### config.mk
export PLATFORM = sky130hd
export DESIGN_NAME = key_debouncer_flat
export DESIGN_NICKNAME = d
export VERILOG_FILES = /design/src/rtl/key_debouncer_if.sv /design/src/rtl/key_debouncer.sv /design/src/flat_wrapper.sv
export SDC_FILE = /design/constraint.sdc
export NUM_CORES = 1
export LEC_CHECK = 0
export ABC_CLOCK_PERIOD_IN_PS = 7900
export CAP_MARGIN = 15
export CORE_MARGIN = 1.5
export CORE_UTILIZATION = 45
export CTS_CLUSTER_SIZE = 14
export DETAILED_ROUTE_END_ITERATION = 7
export GPL_ROUTABILITY_DRIVEN = 0
export PLACE_DENSITY_LB_ADDON = 0.1
export SLEW_MARGIN = 10
export SYNTH_ARGS = -nofsm -noshare
export SYNTH_HDL_FRONTEND = slang
export SYNTH_SLANG_ARGS = --single-unit
### constraint.sdc
create_clock -name CLOCK_50 -period 7.9 [get_ports CLOCK_50]
set_input_delay 1.58 -clock CLOCK_50 [delete_from_list [all_inputs] [get_ports CLOCK_50]]
set_output_delay 1.58 -clock CLOCK_50 [all_outputs]
set_load 0.03 [all_outputs]
### src/rtl/key_debouncer_if.sv
// key_debouncer_if: bundles the raw pushbutton inputs with the debounced key event outputs.
// Latency: none; this is only wiring. Timing is set by the module on the slave side.
// Backpressure: none. The outputs are free-running levels and one-cycle strobes.
// Ports: KEY (raw, active-low); key_held (debounced level); key_press, key_release, key_repeat (one-cycle pulses).
// Modports: slave = debouncer side (KEY in, events out); master = consumer side (drives KEY, reads events).
interface key_debouncer_if;
  logic [3:0] KEY;
  logic [3:0] key_held;
  logic [3:0] key_press;
  logic [3:0] key_release;
  logic [3:0] key_repeat;

  modport slave (
    input  KEY,
    output key_held,
    output key_press,
    output key_release,
    output key_repeat
  );

  modport master (
    output KEY,
    input  key_held,
    input  key_press,
    input  key_release,
    input  key_repeat
  );
endinterface

### src/rtl/key_debouncer.sv
// key_debouncer: synchronizes and debounces four active-low pushbuttons, each in its own independent lane.
// Latency: a KEY level held for DEBOUNCE_CYCLES shows on the registered outputs DEBOUNCE_CYCLES+2 edges after it is first sampled.
// Backpressure: none. Each lane accepts at most one event per DEBOUNCE_CYCLES cycles.
// Ports: CLOCK_50 (sole clock); reset (synchronous, active-high); kb (slave modport).
//        kb.KEY: raw, active-low. kb.key_held: debounced level, 1 = pressed.
//        kb.key_press, kb.key_release, kb.key_repeat: one-cycle pulses, mutually exclusive per lane.
module key_debouncer #(
  parameter int unsigned DEBOUNCE_CYCLES = 1000000,
  parameter int unsigned REPEAT_DELAY    = 25000000,
  parameter int unsigned REPEAT_PERIOD   = 5000000,
  parameter int unsigned CNT_W           = 25
) (
  input  logic           CLOCK_50,
  input  logic           reset,
  key_debouncer_if.slave kb
);

  localparam int unsigned NK = 4;

  localparam logic [CNT_W-1:0] DEB_LAST = CNT_W'(DEBOUNCE_CYCLES - 1);
  localparam logic [CNT_W-1:0] RD_LAST  = CNT_W'(REPEAT_DELAY - 1);
  localparam logic [CNT_W-1:0] RP_LAST  = CNT_W'(REPEAT_PERIOD - 1);
  localparam logic [CNT_W-1:0] CNT_ONE  = CNT_W'(1);
  localparam logic [CNT_W-1:0] CNT_ZERO = '0;

  typedef enum logic [1:0] {
    RELEASED     = 2'd0,
    PRESS_PEND   = 2'd1,
    HELD         = 2'd2,
    RELEASE_PEND = 2'd3
  } lane_state_e;

  // Two-flop synchronizer per key. Both stages idle at 1 (released).
  logic [NK-1:0] sync1_q, sync1_d;
  logic [NK-1:0] sync2_q, sync2_d;

  lane_state_e      state_q [NK];
  lane_state_e      state_d [NK];
  logic [CNT_W-1:0] dcnt_q  [NK];
  logic [CNT_W-1:0] dcnt_d  [NK];
  logic [CNT_W-1:0] rcnt_q  [NK];
  logic [CNT_W-1:0] rcnt_d  [NK];
  // Set while the lane is still waiting for its first repeat, which uses the longer REPEAT_DELAY interval.
  logic [NK-1:0]    first_q, first_d;

  logic [NK-1:0] held_q,    held_d;
  logic [NK-1:0] press_q,   press_d;
  logic [NK-1:0] release_q, release_d;
  logic [NK-1:0] repeat_q,  repeat_d;

  // Set on edges where the repeat schedule moves forward.
  logic [NK-1:0] adv;

  always_comb begin
    sync1_d = kb.KEY;
    sync2_d = sync1_q;
  end

  always_comb begin
    press_d   = '0;
    release_d = '0;
    repeat_d  = '0;
    held_d    = '0;
    adv       = '0;
    first_d   = first_q;
    for (int i = 0; i < NK; i++) begin
      state_d[i] = state_q[i];
      dcnt_d[i]  = dcnt_q[i];
      rcnt_d[i]  = rcnt_q[i];

      case (state_q[i])
        RELEASED: begin
          if (!sync2_q[i]) begin
            state_d[i] = PRESS_PEND;
            dcnt_d[i]  = CNT_ONE;
          end
        end
        PRESS_PEND: begin
          if (sync2_q[i]) begin
            state_d[i] = RELEASED;
            dcnt_d[i]  = CNT_ZERO;
          end else if (dcnt_q[i] == DEB_LAST) begin
            state_d[i] = HELD;
            dcnt_d[i]  = CNT_ZERO;
            rcnt_d[i]  = CNT_ZERO;
            first_d[i] = 1'b1;
            press_d[i] = 1'b1;
          end else begin
            dcnt_d[i] = dcnt_q[i] + CNT_ONE;
          end
        end
        HELD: begin
          if (sync2_q[i]) begin
            // The repeat counter freezes while a release is being qualified.
            state_d[i] = RELEASE_PEND;
            dcnt_d[i]  = CNT_ONE;
          end else begin
            adv[i] = 1'b1;
          end
        end
        RELEASE_PEND: begin
          if (!sync2_q[i]) begin
            // Glitch rejected. The schedule resumes on this edge, so the cadence
            // slips by exactly the number of cycles the release was pending.
            state_d[i] = HELD;
            dcnt_d[i]  = CNT_ZERO;
            adv[i]     = 1'b1;
          end else if (dcnt_q[i] == DEB_LAST) begin
            state_d[i]   = RELEASED;
            dcnt_d[i]    = CNT_ZERO;
            release_d[i] = 1'b1;
          end else begin
            dcnt_d[i] = dcnt_q[i] + CNT_ONE;
          end
        end
        default: begin
          state_d[i] = RELEASED;
          dcnt_d[i]  = CNT_ZERO;
          rcnt_d[i]  = CNT_ZERO;
        end
      endcase

      if (adv[i]) begin
        if (rcnt_q[i] == (first_q[i] ? RD_LAST : RP_LAST)) begin
          repeat_d[i] = 1'b1;
          rcnt_d[i]   = CNT_ZERO;
          first_d[i]  = 1'b0;
        end else begin
          rcnt_d[i] = rcnt_q[i] + CNT_ONE;
        end
      end

      // Outputs come from the next state, so the held edge and its pulse leave the same flop stage together.
      held_d[i] = (state_d[i] == HELD) || (state_d[i] == RELEASE_PEND);
    end
  end

  always_ff @(posedge CLOCK_50) begin
    if (reset) begin
      sync1_q   <= '1;
      sync2_q   <= '1;
      first_q   <= '0;
      held_q    <= '0;
      press_q   <= '0;
      release_q <= '0;
      repeat_q  <= '0;
      for (int i = 0; i < NK; i++) begin
        state_q[i] <= RELEASED;
        dcnt_q[i]  <= '0;
        rcnt_q[i]  <= '0;
      end
    end else begin
      sync1_q   <= sync1_d;
      sync2_q   <= sync2_d;
      first_q   <= first_d;
      held_q    <= held_d;
      press_q   <= press_d;
      release_q <= release_d;
      repeat_q  <= repeat_d;
      for (int i = 0; i < NK; i++) begin
        state_q[i] <= state_d[i];
        dcnt_q[i]  <= dcnt_d[i];
        rcnt_q[i]  <= rcnt_d[i];
      end
    end
  end

  assign kb.key_held    = held_q;
  assign kb.key_press   = press_q;
  assign kb.key_release = release_q;
  assign kb.key_repeat  = repeat_q;

endmodule
### src/flat_wrapper.sv
// flat-port wrapper written by rule: the top's interface ports become plain ports
module key_debouncer_flat 
#(
  parameter int unsigned DEBOUNCE_CYCLES = 1000000,
  parameter int unsigned REPEAT_DELAY    = 25000000,
  parameter int unsigned REPEAT_PERIOD   = 5000000,
  parameter int unsigned CNT_W           = 25
)
  (CLOCK_50, reset, kb_KEY, kb_key_held, kb_key_press, kb_key_release, kb_key_repeat);
  key_debouncer_if kb_i ();
  input  logic CLOCK_50;
  input  logic reset;
  input wire logic [$bits(kb_i.KEY)-1:0] kb_KEY;
  output wire logic [$bits(kb_i.key_held)-1:0] kb_key_held;
  output wire logic [$bits(kb_i.key_press)-1:0] kb_key_press;
  output wire logic [$bits(kb_i.key_release)-1:0] kb_key_release;
  output wire logic [$bits(kb_i.key_repeat)-1:0] kb_key_repeat;
  assign kb_i.KEY = kb_KEY;
  assign kb_key_held = kb_i.key_held;
  assign kb_key_press = kb_i.key_press;
  assign kb_key_release = kb_i.key_release;
  assign kb_key_repeat = kb_i.key_repeat;
  key_debouncer #(.DEBOUNCE_CYCLES(DEBOUNCE_CYCLES), .REPEAT_DELAY(REPEAT_DELAY), .REPEAT_PERIOD(REPEAT_PERIOD), .CNT_W(CNT_W)) u_core (.CLOCK_50(CLOCK_50), .reset(reset), .kb(kb_i));
endmodule
==> summary.txt, run 1 <==
Outcome
  • Status: finished, final reports clean

Logic synthesis
  • EDFF count, synth: 0
  • Post-synthesis cell count: 1,475
  • Syn Nets: 1,497
  • Area share of the leading cell type in the synthesized netlist: 39.7%
  • Synth area leader: dfxtp_1
  • Syn. warnings: 0
  • Synth Register Bits: 236
  • Synth top area cells: dfxtp_1 40%, nor2_1 5.8%, nand2_1 4.4%
  • Sequential fraction of the synthesis area: 39.7%
  • Prevailing post-synth register cell: dfxtp_1
  • Yosys cell types: 74
  • Ys async rst share: 0%
  • Mapped cell area: 11,900 µm²
  • Avg Cell Area, Syn: 8.08 µm²

Cells and area
  • Antenna cells: 0
  • Area grow syn2layout: 11.4%
  • Most frequent cells in the layout: 236 x dfxtp_1, 184 x nor2_1, 139 x nand2_1
  • Post-layout nets: 1,495
  • Non-filler cells, final: 1,828
  • Most common cell after layout, fill and taps aside: dfxtp_1
  • Share of layout cells above drive strength 1: 6.50%
  • Final core occ: 51.1%

Timing
  • Final Hold Fails: 0
  • Worst slew margin: 31.4%
  • Setup TNS: 0 ns
  • Worst slew pin tran: 1.02 ns
  • Tcrit/Tclk final: 39.8%
  • Clk_skew: 0.0115 ns
  • Slew Limit Fails: 0
  • Final setup vio count: 0
  • Fin crit period: 3.14 ns
  • Final hold slack: 0.408 ns
  • RSZ-0062 raised after global routing: no
  • Fmax: 318 MHz

Power
  • VDD IR-drop max: 200 µV
  • Sequential Power Share: 44.6%
  • Sw power: 711 µW
  • Logic pwr share: 9.4%
  • P per Cell Area: 209 nW/µm²
  • Int Pwr: 2.06 mW
  • Clk network pwr share: 46.0%
  • Net Sw Frac: 25.6%
  • Pwr Total: 2.77 mW
  • Pleak: 4.27 nW

GRT
  • Total grt overflow: 0
  • Overall Global Routing Usage: 19.4%
  • Largest net degree at the start of global routing: 65
  • Number of global-route vias before repair: 9,727
  • Antenna violations before repair: 0
  • First-pass GRT wire length: 46.9 mm

Clock tree
  • CTS tree: yes
  • Clk buf depth: 3
  • Clock slew at reported path FFs: 0.06 ns
  • Root Buffer: clkbuf_16
  • Total CTS buffers: 28
  • H-tree levels: 1
  • Hold buffer count at CTS: 0
  • Clock sinks: 236
  • Worst-Skew Late Latency: 0.55 ns
  • CTS-repair resized insts: 0
  • Setup Buffers After CTS: 0

Route
  • Initial DRC count: 632
  • DR vias/cell: 5.80
  • WL final: 27.7 mm
  • DR WL/cell: 15.2 µm
  • Drt pass-1 iters: 5
  • Antenna viol nets, final: 0
  • DR vias: 10,600
  • Drt drc: 0

Floorplanning
  • Die Area: 27,500 µm²
  • Die width: 166 µm
  • I/O pin cnt: 22
  • Die height: 166 µm
  • Starting Density: 45.8%
  • Row count: 59
  • Core Footprint: 26,000 µm²

Placement
  • Port Buf Inserts: 21
  • Dpl cells: 1,777
  • DPL Wire Length: 18.5 mm

Hold path
  • Hold path start: u_core.sync1_q[3]
  • Worst Hold Class: reg -> reg

Worst setup path
  • CP max FO: 23
  • Critical Path RT: 8.30 ns
  • Crit start category: flip-flop
  • RR Startpoint: u_core.dcnt_q[3][6]
  • Endpoint class of the critical path: flip-flop
  • Crit Path Class: reg -> reg
  • Critical Path AT: 3.54 ns
  • Critical Path Start: u_core.dcnt_q[3][6]

Run
  • Max-Cap Viols: 0
synth_stat cells, types with 4 or more instances:
cell type	count
nor2_1	184
o211ai_1	5
or3_1	20
nor4_1	30
nor3_1	64
and4_1	11
nand3b_1	6
o21ai_1	4
nor2b_1	9
nand2b_1	10
a311oi_1	21
nand4_1	69
buf_2	6
o21ai_0	59
or2_2	25
a22o_1	4
nor4bb_1	9
ha_1	16
inv_1	27
xnor2_1	42
a21oi_1	85
nand2_1	139
nor4b_1	14
mux2i_1	11
and2_1	14
nand3_1	80
clkbuf_1	56
o211a_1	8
o31ai_1	11
and3_1	36
or4_1	20
a31oi_1	21
xor2_1	48
a211oi_1	5
a22oi_1	4
dfxtp_1	236
critical path: stages, from the launching register on:
cell	delay, ns
dfxtp_1	0.35
or4_4	0.55
or3_4	0.41
o31ai_1	0.81
nand2_1	0.11
nand2_1	0.64
nor2_1	0.11
cell type report:
cell class | instances | area, µm²
repair buffers | 34 | 305
multi-input cells | 1146 | 6820
clock buffers | 40 | 797
clock inverters | 10 | 106
fillers | 2526 | 12700
flip-flops and latches | 236 | 4720
well taps | 335 | 419
inverters | 27 | 101
metrics by stage:
| step | cell area, µm² | setup slack, ns |
|---|---|---|
| 5_1_grt | 13300 | 4.48 |
| 4_1_cts | 13300 | 4.72 |
| 2_1_floorplan | 11900 | 5.13 |
| 3_3_place_gp | 12400 | 4.51 |
| 6_report | 13300 | 4.76 |
| 3_5_place_dp | 12400 | 4.50 |
registers in the layout, summed over array words and instances (netlist names):
| register | count |
|---|---|
| u_core.dcnt_q | 100 |
| u_core.rcnt_q | 100 |
| u_core.state_q | 8 |
| u_core.first_q | 4 |
| u_core.kb.key_held | 4 |
| u_core.kb.key_press | 4 |
| u_core.kb.key_release | 4 |
| u_core.kb.key_repeat | 4 |
| u_core.sync1_q | 4 |
| u_core.sync2_q | 4 |
power by group through the flow:
stage | logic, mW | clock network, mW | registers (mW)
after global routing | 0.290 | 1.35 | 1.24
final | 0.262 | 1.27 | 1.24
after floorplan | 0.182 | 0 | 1.26
after global placement | 0.260 | 0 | 1.26
after detailed placement | 0.261 | 0 | 1.26
after CTS | 0.261 | 1.31 | 1.24
cell families (layout without fill, tap and decap cells):
| group | after synthesis | in the layout | share of synthesized area, % |
|---|---|---|---|
| and+or+nand+nor | 761 | 761 | 33.3 |
| AOI/OAI and AO/OA | 265 | 265 | 14.4 |
| DFF | 236 | 236 | 39.7 |
| buffers and inverters | 93 | 111 | 3.15 |
| xor gates and xnor gates | 90 | 90 | 6.62 |
| adders and majority gates | 16 | 16 | 1.68 |
| muxes | 14 | 14 | 1.21 |
metal layers:
layer / routed length (µm) / GRT usage (%) / vias up
li1: - / - / 5388
met1: 13800 / 26.9 / 4984
met2: 12300 / 31.7 / 167
met3: 856 / 2.27 / 55
met4: 756 / 6.03 / 0
met5: 0 / 0 / -
worst paths after layout:
kind                          endpoint  slack (ns)  depth (start not counted)
setup / recovery  u_core.dcnt_q[3][11]        4.76                          6
hold / removal       u_core.sync2_q[3]        0.41                          1
setup reg to reg  u_core.dcnt_q[3][11]        4.76                          6
hold reg to reg      u_core.sync2_q[3]        0.41                          1
Power figures use the tool's default switching activity.
==> run 2, diff against run 1 <==
--- a/config.mk
+++ b/config.mk
@@ -5,7 +5,7 @@
 export SDC_FILE = /design/constraint.sdc
 export NUM_CORES = 1
 export LEC_CHECK = 0
-export ABC_CLOCK_PERIOD_IN_PS = 7900
+export ABC_CLOCK_PERIOD_IN_PS = 3100
 export CAP_MARGIN = 15
 export CORE_MARGIN = 1.5
 export CORE_UTILIZATION = 45
==> constraint.sdc (replaced) <==
create_clock -name CLOCK_50 -period 3.1 [get_ports CLOCK_50]
set_input_delay 0.62 -clock CLOCK_50 [delete_from_list [all_inputs] [get_ports CLOCK_50]]
set_output_delay 0.62 -clock CLOCK_50 [all_outputs]
set_load 0.03 [all_outputs]
==> run 2 against run 1 <==
Net effect: combinational power grew to 2.7 times the previous value; flip-flop and latch count stayed put; sequential power grew to 2.5 times the previous value; largest cell class unchanged; largest power group unchanged.
==> summary.txt, run 2 (synthesis results as in run 1) <==
Clock tree
  • CTS-repair resized insts: 0
  • Clk buf depth: 3
  • CTS tree: yes
  • Setup Buffers After CTS: 0
  • H-tree levels: 1
  • Hold buffer count at CTS: 0
  • Total CTS buffers: 28
  • Clock sinks: 236
  • Root Buffer: clkbuf_16
  • Clock slew at reported path FFs: 0.06 ns
  • Worst-Skew Late Latency: 0.54 ns

Power
  • Clk network pwr share: 45.4%
  • P per Cell Area: 527 nW/µm²
  • Logic pwr share: 10.0%
  • Int Pwr: 5.27 mW
  • Net Sw Frac: 25.3%
  • VDD IR-drop max: 439 µV
  • Sequential Power Share: 44.6%
  • Sw power: 1.79 mW
  • Pleak: 4.35 nW

Timing
  • Slew Limit Fails: 0
  • Worst slew margin: 40.9%
  • Setup TNS: 0 ns
  • RSZ-0062 raised after global routing: no
  • Final setup vio count: 0
  • Final hold slack: 0.405 ns
  • Fin crit period: 2.54 ns
  • Clk_skew: 0.0145 ns
  • Tcrit/Tclk final: 81.8%
  • Fmax: 394 MHz
  • Worst slew pin tran: 0.884 ns
  • Final Hold Fails: 0

Worst setup path
  • Cells on worst reg2reg path: 6
  • Critical Path Max Stage Delay: 0.57 ns
  • Delay-heaviest family, CP: simple AND/OR/NAND/NOR gates
  • Critical Path AT: 2.99 ns
  • Slowest cell on crit path: or4b_1
  • Worst-path cell chain: or4b_1 > nor4_2 > a21o_1 > nand2_1 > or4_1 > a21oi_1
  • Setup slack, reg-to-reg: 0.56 ns
  • RR Startpoint: u_core.dcnt_q[2][10]
  • CP max FO: 12
  • Crit start category: flip-flop
  • Crit Path Class: reg -> reg
  • Buf/Inv on CP: 0
  • Endpoint class of the critical path: flip-flop
  • R2R Path End: u_core.rcnt_q[2][24]
  • Critical Path RT: 3.56 ns

Route
  • Antenna viol nets, final: 0
  • Drt pass-1 iters: 5
  • Initial DRC count: 848
  • DR vias/cell: 5.74
  • DR vias: 10,600
  • WL final: 27.6 mm
  • DR WL/cell: 15.0 µm
  • Drt drc: 0

Floorplanning
  • Die Area: 27,500 µm²
  • I/O pin cnt: 22
  • Core Footprint: 26,000 µm²
  • Die width: 166 µm
  • Die height: 166 µm
  • Row count: 59
  • Starting Density: 45.8%

GRT
  • Antenna violations before repair: 0
  • Number of global-route vias before repair: 9,704
  • Overall Global Routing Usage: 19.8%
  • Largest net degree at the start of global routing: 39
  • First-pass GRT wire length: 47.6 mm
  • Total grt overflow: 0

Cells and area
  • Post-layout nets: 1,511
  • Share of layout cells above drive strength 1: 7.62%
  • Most common cell after layout, fill and taps aside: dfxtp_1
  • Top flop regs: u_core.dcnt_q x100, u_core.rcnt_q x100, u_core.state_q x8
  • Most frequent cells in the layout: 236 x dfxtp_1, 184 x nor2_1, 139 x nand2_1
  • Antenna cells: 0
  • Area grow syn2layout: 12.4%

Hold path
  • Hold Path Stages: 1
  • Hold path start: u_core.sync1_q[1]
  • Hold Path End: u_core.sync2_q[1]
  • Worst Hold Class: reg -> reg

Run
  • Max-Cap Viols: 0

Placement
  • DPL Wire Length: 18.7 mm
  • Port Buf Inserts: 21

Outcome
  • Status: finished, final reports clean
[run 2: cell types whose count changed in the layout (fill, tap and decap cells not counted), sizes merged]
cell | before | now
buf | 14 | 30
clkbuf | 40 | 38
clkinv | 7 | 9
clkinvlp | 0 | 1
inv | 28 | 27
[run 2: worst max-delay path by stage]
stage | from | to | slack (ns) | depth (start not counted)
floorplan | u_core.dcnt_q[3][6] | u_core.rcnt_q[3][12] | 0.60 | 8
global placement | u_core.dcnt_q[2][10] | u_core.rcnt_q[2][13] | 0.65 | 6
detailed placement | u_core.dcnt_q[2][10] | u_core.rcnt_q[2][24] | 0.60 | 6
CTS | u_core.dcnt_q[2][10] | u_core.rcnt_q[2][24] | 0.57 | 6
global route | u_core.dcnt_q[0][0] | u_core.rcnt_q[0][14] | 0.39 | 8
finish | u_core.dcnt_q[2][10] | u_core.rcnt_q[2][24] | 0.56 | 6
[run 2: layer usage]
metal / routed length, µm / part of all wire [%] / vias to the layer above / GRT usage (%)
met5: 0 / 0 / - / 0
met4: 436 / 1.6 / 0 / 4.11
met1: 14100 / 51 / 4922 / 28.8
met2: 12100 / 44 / 184 / 31.4
met3: 955 / 3.5 / 32 / 2.46
li1: - / - / 5438 / -
[run 2: final cells by class]
class	instances	area, µm²
clock buffer	38	790
clock inverter	12	113
fill	2505	12600
inverter	27	101
multi-input combinational	1146	6820
sequential	236	4720
tap	335	419
timing repair buffer	50	425
[run 2: stage by stage]
stage                     instances  setup WS (ns)  instance area (µm²)  util (%)  total power, mW
after global placement         1794          0.652                12500      48.1             3.91
after detailed placement       1794          0.596                12500      48.1             3.92
final                          1844          0.564                13400      51.5             7.06
after CTS                      1844          0.574                13400      51.5             7.17
after global routing           1844          0.394                13400      51.5             7.40
after floorplan                1475          0.599                11900         -             3.69
[run 2: worst register-to-register path, delay by kind of cell (launching register included)]
kind            cells  cell delay [ns]
flops               1             0.34
simple gates        4             1.80
compound gates      2             0.34
[run 2: power groups by stage]
stage / logic [mW] / clock network, mW / registers (mW)
finish: 0.709 / 3.20 / 3.15
detailed placement: 0.708 / 0 / 3.21
CTS: 0.712 / 3.31 / 3.15
global route: 0.796 / 3.45 / 3.16
floorplan: 0.465 / 0 / 3.22
global placement: 0.702 / 0 / 3.21
==> run 3, diff against run 2 <==
--- a/config.mk
+++ b/config.mk
@@ -5,7 +5,7 @@
 export SDC_FILE = /design/constraint.sdc
 export NUM_CORES = 1
 export LEC_CHECK = 0
-export ABC_CLOCK_PERIOD_IN_PS = 3100
+export ABC_CLOCK_PERIOD_IN_PS = 2300
 export CAP_MARGIN = 15
 export CORE_MARGIN = 1.5
 export CORE_UTILIZATION = 45
==> constraint.sdc (replaced) <==
create_clock -name CLOCK_50 -period 2.3 [get_ports CLOCK_50]
set_input_delay 0.46 -clock CLOCK_50 [delete_from_list [all_inputs] [get_ports CLOCK_50]]
set_output_delay 0.46 -clock CLOCK_50 [all_outputs]
set_load 0.03 [all_outputs]
==> run 3 against run 2 <==
Net effect: clock skew decreased by 0.0045 ns; routed wire length grew 6.6%; first-iteration DRC count fell by 17%; flip-flop and latch count unchanged; the flow now finishes with violations (negative setup slack); final area up 11%; setup slack worse by 0.64 ns; sequential power is 34% higher; die area stayed put; final cell count is 7.3% higher; maximum frequency is 6.5% higher.
==> summary.txt, run 3 (synthesis results as in run 1) <==
Outcome
  • Status: finished, violations left
  • Failing checks: negative setup slack

Cells and area
  • Antenna cells: 0
  • Multi-input combinational cell area: 7230 µm²
  • Most common cell after layout, fill and taps aside: dfxtp_1
  • Top flop regs: u_core.dcnt_q x100, u_core.rcnt_q x100, u_core.state_q x8
  • Finished Cell Area: 14,900 µm²
  • Area grow syn2layout: 25.0%
  • Final-layout fill cell count: 2,392
  • Post-layout nets: 1,645
  • Most frequent cells in the layout: 224 x dfxtp_1, 178 x nor2_1, 154 x buf_4
  • FF/Latch Area: 4740 µm²
  • Share of layout cells above drive strength 1: 19.2%

Worst setup path
  • R2R Path End: u_core.rcnt_q[3][13]
  • Slowest cell on crit path: or4_4
  • Critical Path AT: 2.81 ns
  • Setup slack, reg-to-reg: -0.08 ns
  • Critical path endpoint: u_core.rcnt_q[3][13]
  • RR Startpoint: u_core.dcnt_q[3][13]
  • CP max FO: 10
  • Critical Path Start: u_core.dcnt_q[3][13]
  • Critical Path Max Stage Delay: 0.53 ns
  • Endpoint class of the critical path: flip-flop
  • Cells on worst reg2reg path: 7
  • Worst-path cell chain: or4_4 > or3_4 > o31a_1 > buf_4 > nor4_2 > xnor2_1 > nor2_1
  • Crit Path Class: reg -> reg
  • Critical Path RT: 2.73 ns
  • Crit start category: flip-flop

Floorplanning
  • I/O pin cnt: 22
  • Core Footprint: 26,000 µm²
  • Row count: 59
  • Die Area: 27,500 µm²
  • Die width: 166 µm
  • Die height: 166 µm
  • Starting Density: 45.8%

Power
  • Logic pwr share: 11.8%
  • Int Pwr: 7.34 mW
  • Net Sw Frac: 25.3%
  • Pleak: 5.30 nW
  • VDD IR-drop max: 752 µV
  • Clk network pwr share: 45.2%
  • Sequential Power Share: 43.0%
  • Sw power: 2.48 mW
  • P per Cell Area: 660 nW/µm²

Clock tree
  • Clock sinks: 236
  • Clock slew at reported path FFs: 0.06 ns
  • Worst-Skew Late Latency: 0.54 ns
  • H-tree levels: 1
  • Root Buffer: clkbuf_16
  • Total CTS buffers: 28
  • Hold buffer count at CTS: 0
  • CTS tree: yes
  • Clk buf depth: 3

Route
  • Drt drc: 0
  • WL final: 29.4 mm
  • Drt pass-1 iters: 7
  • DR vias/cell: 5.61
  • DR WL/cell: 14.9 µm
  • Antenna viol nets, final: 0
  • Initial DRC count: 703
  • DR vias: 11,100

Timing
  • Final setup vio count: 3
  • Worst slew pin tran: 0.701 ns
  • Final worst slack: -0.0804 ns
  • Setup TNS: -0.189 ns
  • Tcrit/Tclk final: 103%
  • Worst slew margin: 53.1%
  • Fmax: 420 MHz
  • Clk_skew: 0.00999 ns
  • Slew Limit Fails: 0
  • Final Hold Fails: 0
  • Fin crit period: 2.38 ns
  • RSZ-0062 raised after global routing: yes

GRT
  • Total grt overflow: 0
  • Number of global-route vias before repair: 10,400
  • Largest net degree at the start of global routing: 38
  • First-pass GRT wire length: 50.7 mm
  • Antenna violations before repair: 0
  • Overall Global Routing Usage: 21.2%

Placement
  • Port Buf Inserts: 21
  • DPL Wire Length: 20.3 mm
  • Area after DPL: 13,500 µm²

Run
  • Max-Cap Viols: 0

Hold path
  • Worst Hold Class: in -> reg
==> run 3: worst min path at each step <==
stage | startpoint | end | slack [ns] | cells after the start
floorplan | u_core.sync1_q[0] | u_core.sync2_q[0] | 0.39 | 1
global placement | u_core.sync1_q[0] | u_core.sync2_q[0] | 0.39 | 1
detailed placement | u_core.sync1_q[2] | u_core.sync2_q[2] | 0.39 | 1
CTS | reset | u_core.kb.key_press[0] | 0.27 | 2
global route | reset | u_core.rcnt_q[0][0] | 0.28 | 2
finish | reset | u_core.kb.key_press[0] | 0.29 | 2
==> run 3: metrics by stage <==
step	total power [mW]	cells	hold WS, ns	worst slack [ns]	utilization [%]
finish	9.83	1978	0.288	-0.0804	57.3
global route	10.3	1978	0.281	-0.154	57.3
CTS	9.90	1974	0.271	-0.0812	56.5
detailed placement	5.42	1921	0.394	-0.133	52.1
global placement	5.42	1921	0.391	-0.105	52.1
floorplan	4.98	1475	0.389	-0.174	-
==> run 3: timing repair <==
item | in CTS | in global routing
pin swaps | 12 | 13
endpoints found under the hold margin | 0 | 0
gates cloned | 1 | 0
endpoints found under the setup margin | 28 | 113
gates resized for setup | 40 | 46
setup buffers | 2 | 5
==> run 3: layout make-up <==
| class | instances | area share [%] |
|---|---|---|
| Inverter | 27 | 0.680 |
| Sequential cell | 236 | 31.8 |
| Clock inverter | 10 | 0.697 |
| Timing Repair Buffer | 184 | 9.92 |
| Multi-Input combinational cell | 1146 | 48.5 |
| Clock buffer | 40 | 5.55 |
| Tap cell | 335 | 2.81 |
==> run 3: power groups by stage <==
stage	Clock, mW	Combinational [mW]	Sequential [mW]
floorplan	0	0.639	4.34
global placement	0	1.11	4.31
detailed placement	0	1.11	4.31
CTS	4.54	1.14	4.22
global route	4.73	1.29	4.24
finish	4.45	1.16	4.23
==> run 3: critical path: cells and delay by family, from the launching register on <==
| family | cells | cell delay (ns) |
|---|---|---|
| AO/OA/AOI/OAI | 1 | 0.30 |
| buffers and inverters | 1 | 0.22 |
| flip-flops | 1 | 0.31 |
| XOR/XNOR | 1 | 0.15 |
| AND/OR/NAND/NOR | 4 | 1.30 |
==> run 3: layer usage <==
metal  up-vias  wire [µm]  GRT usage (%)
met2       156      13400           34.9
met5         -          0              0
met3        38        982           2.60
met1      5218      14600           29.9
met4         0        483           4.27
li1       5691          -              -
==> variant (flow settings as in run 2) <==
`REPEAT_PERIOD` is set to 5000000 in 2 places; all go to 2500000.
--- a/src/rtl/key_debouncer.sv
+++ b/src/rtl/key_debouncer.sv
@@ -7,7 +7,7 @@
 module key_debouncer #(
   parameter int unsigned DEBOUNCE_CYCLES = 1000000,
   parameter int unsigned REPEAT_DELAY    = 25000000,
-  parameter int unsigned REPEAT_PERIOD   = 5000000,
+  parameter int unsigned REPEAT_PERIOD   = 2500000,
   parameter int unsigned CNT_W           = 25
 ) (
   input  logic           CLOCK_50,
--- a/src/flat_wrapper.sv
+++ b/src/flat_wrapper.sv
@@ -3,7 +3,7 @@
 #(
   parameter int unsigned DEBOUNCE_CYCLES = 1000000,
   parameter int unsigned REPEAT_DELAY    = 25000000,
-  parameter int unsigned REPEAT_PERIOD   = 5000000,
+  parameter int unsigned REPEAT_PERIOD   = 2500000,
   parameter int unsigned CNT_W           = 25
 )
   (CLOCK_50, reset, kb_KEY, kb_key_held, kb_key_press, kb_key_release, kb_key_repeat);
Check against the original RTL: no difference found for any inputs over 4 cycles, from zero or initial values and one cycle with reset high; that may be too few to reach the edited logic, so the function may still have changed.
==> variant against run 2 <==
- sequential cell count unchanged
- sequential share of layout area is 0.68 points lower
- routed wire length fell by 0.75%
- synthesized cell count down 2.2%
- fmax shrank 9.3%
- area after synthesis rose by 0.14%
- total power grew 8.8%
- cell area up 2.0%
- clock power up 20%
- worst setup slack worse by 0.26 ns
- largest cell class unchanged
==> variant: results (changes against run 2) <==
clock_tree:
  cts_htree_levels: 1  # unchanged
  post_cts_buffers: 0  # unchanged
  cts_root_buf: "clkbuf_16"
  cts_buffer_depth: 3  # unchanged
  worstSkewPairLatency_ns: 0.54  # about the same
  cts_buffers: 29  # +3.6%
  cts_resized: 0  # unchanged
  clk_pin_slew_ns: 0.06  # about the same
logic_synthesis:
  ys_types: 77  # +4.1%
  syn_area_per_cell_um2: 8.27  # +2.4%
  yosysSeqAreaShare_pct: 39.6  # -0.054 points
  async_flop_share_pct: 0  # unchanged
  ys_top_cells_by_count: "dfxtp_1 (236), nor2_1 (222), nand2_1 (112)"
  yosys-top-cells-area: "dfxtp_1 (40%), nor2_1 (7.0%), xor2_1 (4.7%)"
  synth_top_flop_cell: "dfxtp_1"
  ys_warn_count: 0  # unchanged
routing:
  wl_met2_mm: 12.5  # +3.1%
  viasPerCell: 5.71  # -0.37%
  drt_iter0_markers: 533  # -37%
  top_layer_used: "met4"
  firstDrtPassIters: 7  # +2
  wl_met3_um: 985  # +3.1%
  totalWireLength_mm: 27.4  # -0.75%
  m1WireLength_mm: 13.4  # -4.5%
  wl_per_cell_um: 15.0  # +0.22%
setup_path:
  cpPeakStageDelay_ns: 0.55  # -0.02 ns
  slowest_stage: "or4_1"
  cp_max_fo: 18  # +6
finish:
  reg.largest.list: "u_core.dcnt_q (100), u_core.rcnt_q (100), u_core.state_q (8)"
  drive_gt1_share_pct: 9.39  # +1.8 points
  finalNetCount: 1490  # -1.4%
  fill_cells: 2505  # unchanged
  diodes: 0  # unchanged
grt:
  grt_max_degree: 27  # -31%
  grt_pass1_vias: 9840  # +1.4%
  grt_pass1_wl_mm: 47.8  # +0.43%
  antenna_found_initial: 0  # unchanged
  grt_use_total_pct: 19.8  # about the same
status:
  outcome: "completed"
placed_design:
  hpwl_mm: 18.9  # +0.90%
  portBuffers: 21  # unchanged
  place_inst: 1772  # -1.2%
  postPlaceCellArea_um2: 12500  # +0.42%
min_path:
  min_path_type: "reg -> reg"
power_and_ir_drop:
  ir_drop_mv: 0.552  # +26%
  p_leak_uw: 0.00434  # -0.35%
timing:
  clock-skew-final_ns: 0.0106  # -0.00390 ns
  tightest_slew_ns: 1.04  # +0.154 ns
-- variant: changes by cell type after synthesis, sizes merged, moves of 7 or more --
cell	delta
nor2	+38
nand2	-27
a21oi	-25
xor2	+16
xnor2	+14
o21ai	-12
a31oi	-10
clkbuf	-10
and3	-8
nand3	+8
or3	-8
nand4b	+7
or2	-7
-- variant: path summary, 6_finish.rpt --
kind | startpoint | to | slack [ns] | depth (start not counted)
worst max-delay path | u_core.dcnt_q[0][8] | u_core.rcnt_q[0][13] | 0.30 | 6
worst min-delay path | u_core.sync1_q[2] | u_core.sync2_q[2] | 0.40 | 1
worst max register to register | u_core.dcnt_q[0][8] | u_core.rcnt_q[0][13] | 0.30 | 6
worst min register to register | u_core.sync1_q[2] | u_core.sync2_q[2] | 0.40 | 1
-- variant: area by class of cell --
cell class | count | area, um2 | share of cell area, %
inverter | 26 | 97.6 | 0.715
clock inverter | 17 | 297 | 2.17
multi-input combinational | 1122 | 6860 | 50.2
sequential | 236 | 4720 | 34.6
clock buffer | 37 | 816 | 5.97
tap | 335 | 419 | 3.07
timing repair buffer | 53 | 445 | 3.26
-- variant: cells by family after synthesis --
family	share of synthesized area, %
adder cells (fa/ha/maj)	1.68
AO/OA/AOI/OAI	12.2
AND/OR/NAND/NOR	33.6
multiplexers	1.06
flip-flops	39.6
XOR/XNOR	8.81
buffers and inverters	2.97
-- variant: worst max-delay path, delay by kind of cell, from the launching register on --
family / cells / cell delay (ns)
AOI/OAI and AO/OA: 2 / 0.59
DFF: 1 / 0.36
muxes: 1 / 0.19
and+or+nand+nor: 3 / 1.52
-- variant: stage by stage --
stage | util, % | setup WS (ns) | power, uW
floorplan | - | 0.602 | 3680
global route | 52.4 | 0.0302 | 8010
global placement | 48.1 | 0.333 | 3900
detailed placement | 48.1 | 0.301 | 3900
CTS | 52.4 | 0.287 | 7790
finish | 52.4 | 0.303 | 7680
-- variant: layer usage --
metal  GRT usage (%)  vias up
met4            5.64        0
met2            32.1      144
met3            2.67       33
li1                -     5337
met5               0        -
met1            27.5     4920
-- variant: where the power goes --
group	internal [uW]	switching (uW)	total, uW
logic	225	478	703
registers	3090	49.9	3140
clock network	2520	1320	3840
total	5830	1850	7680
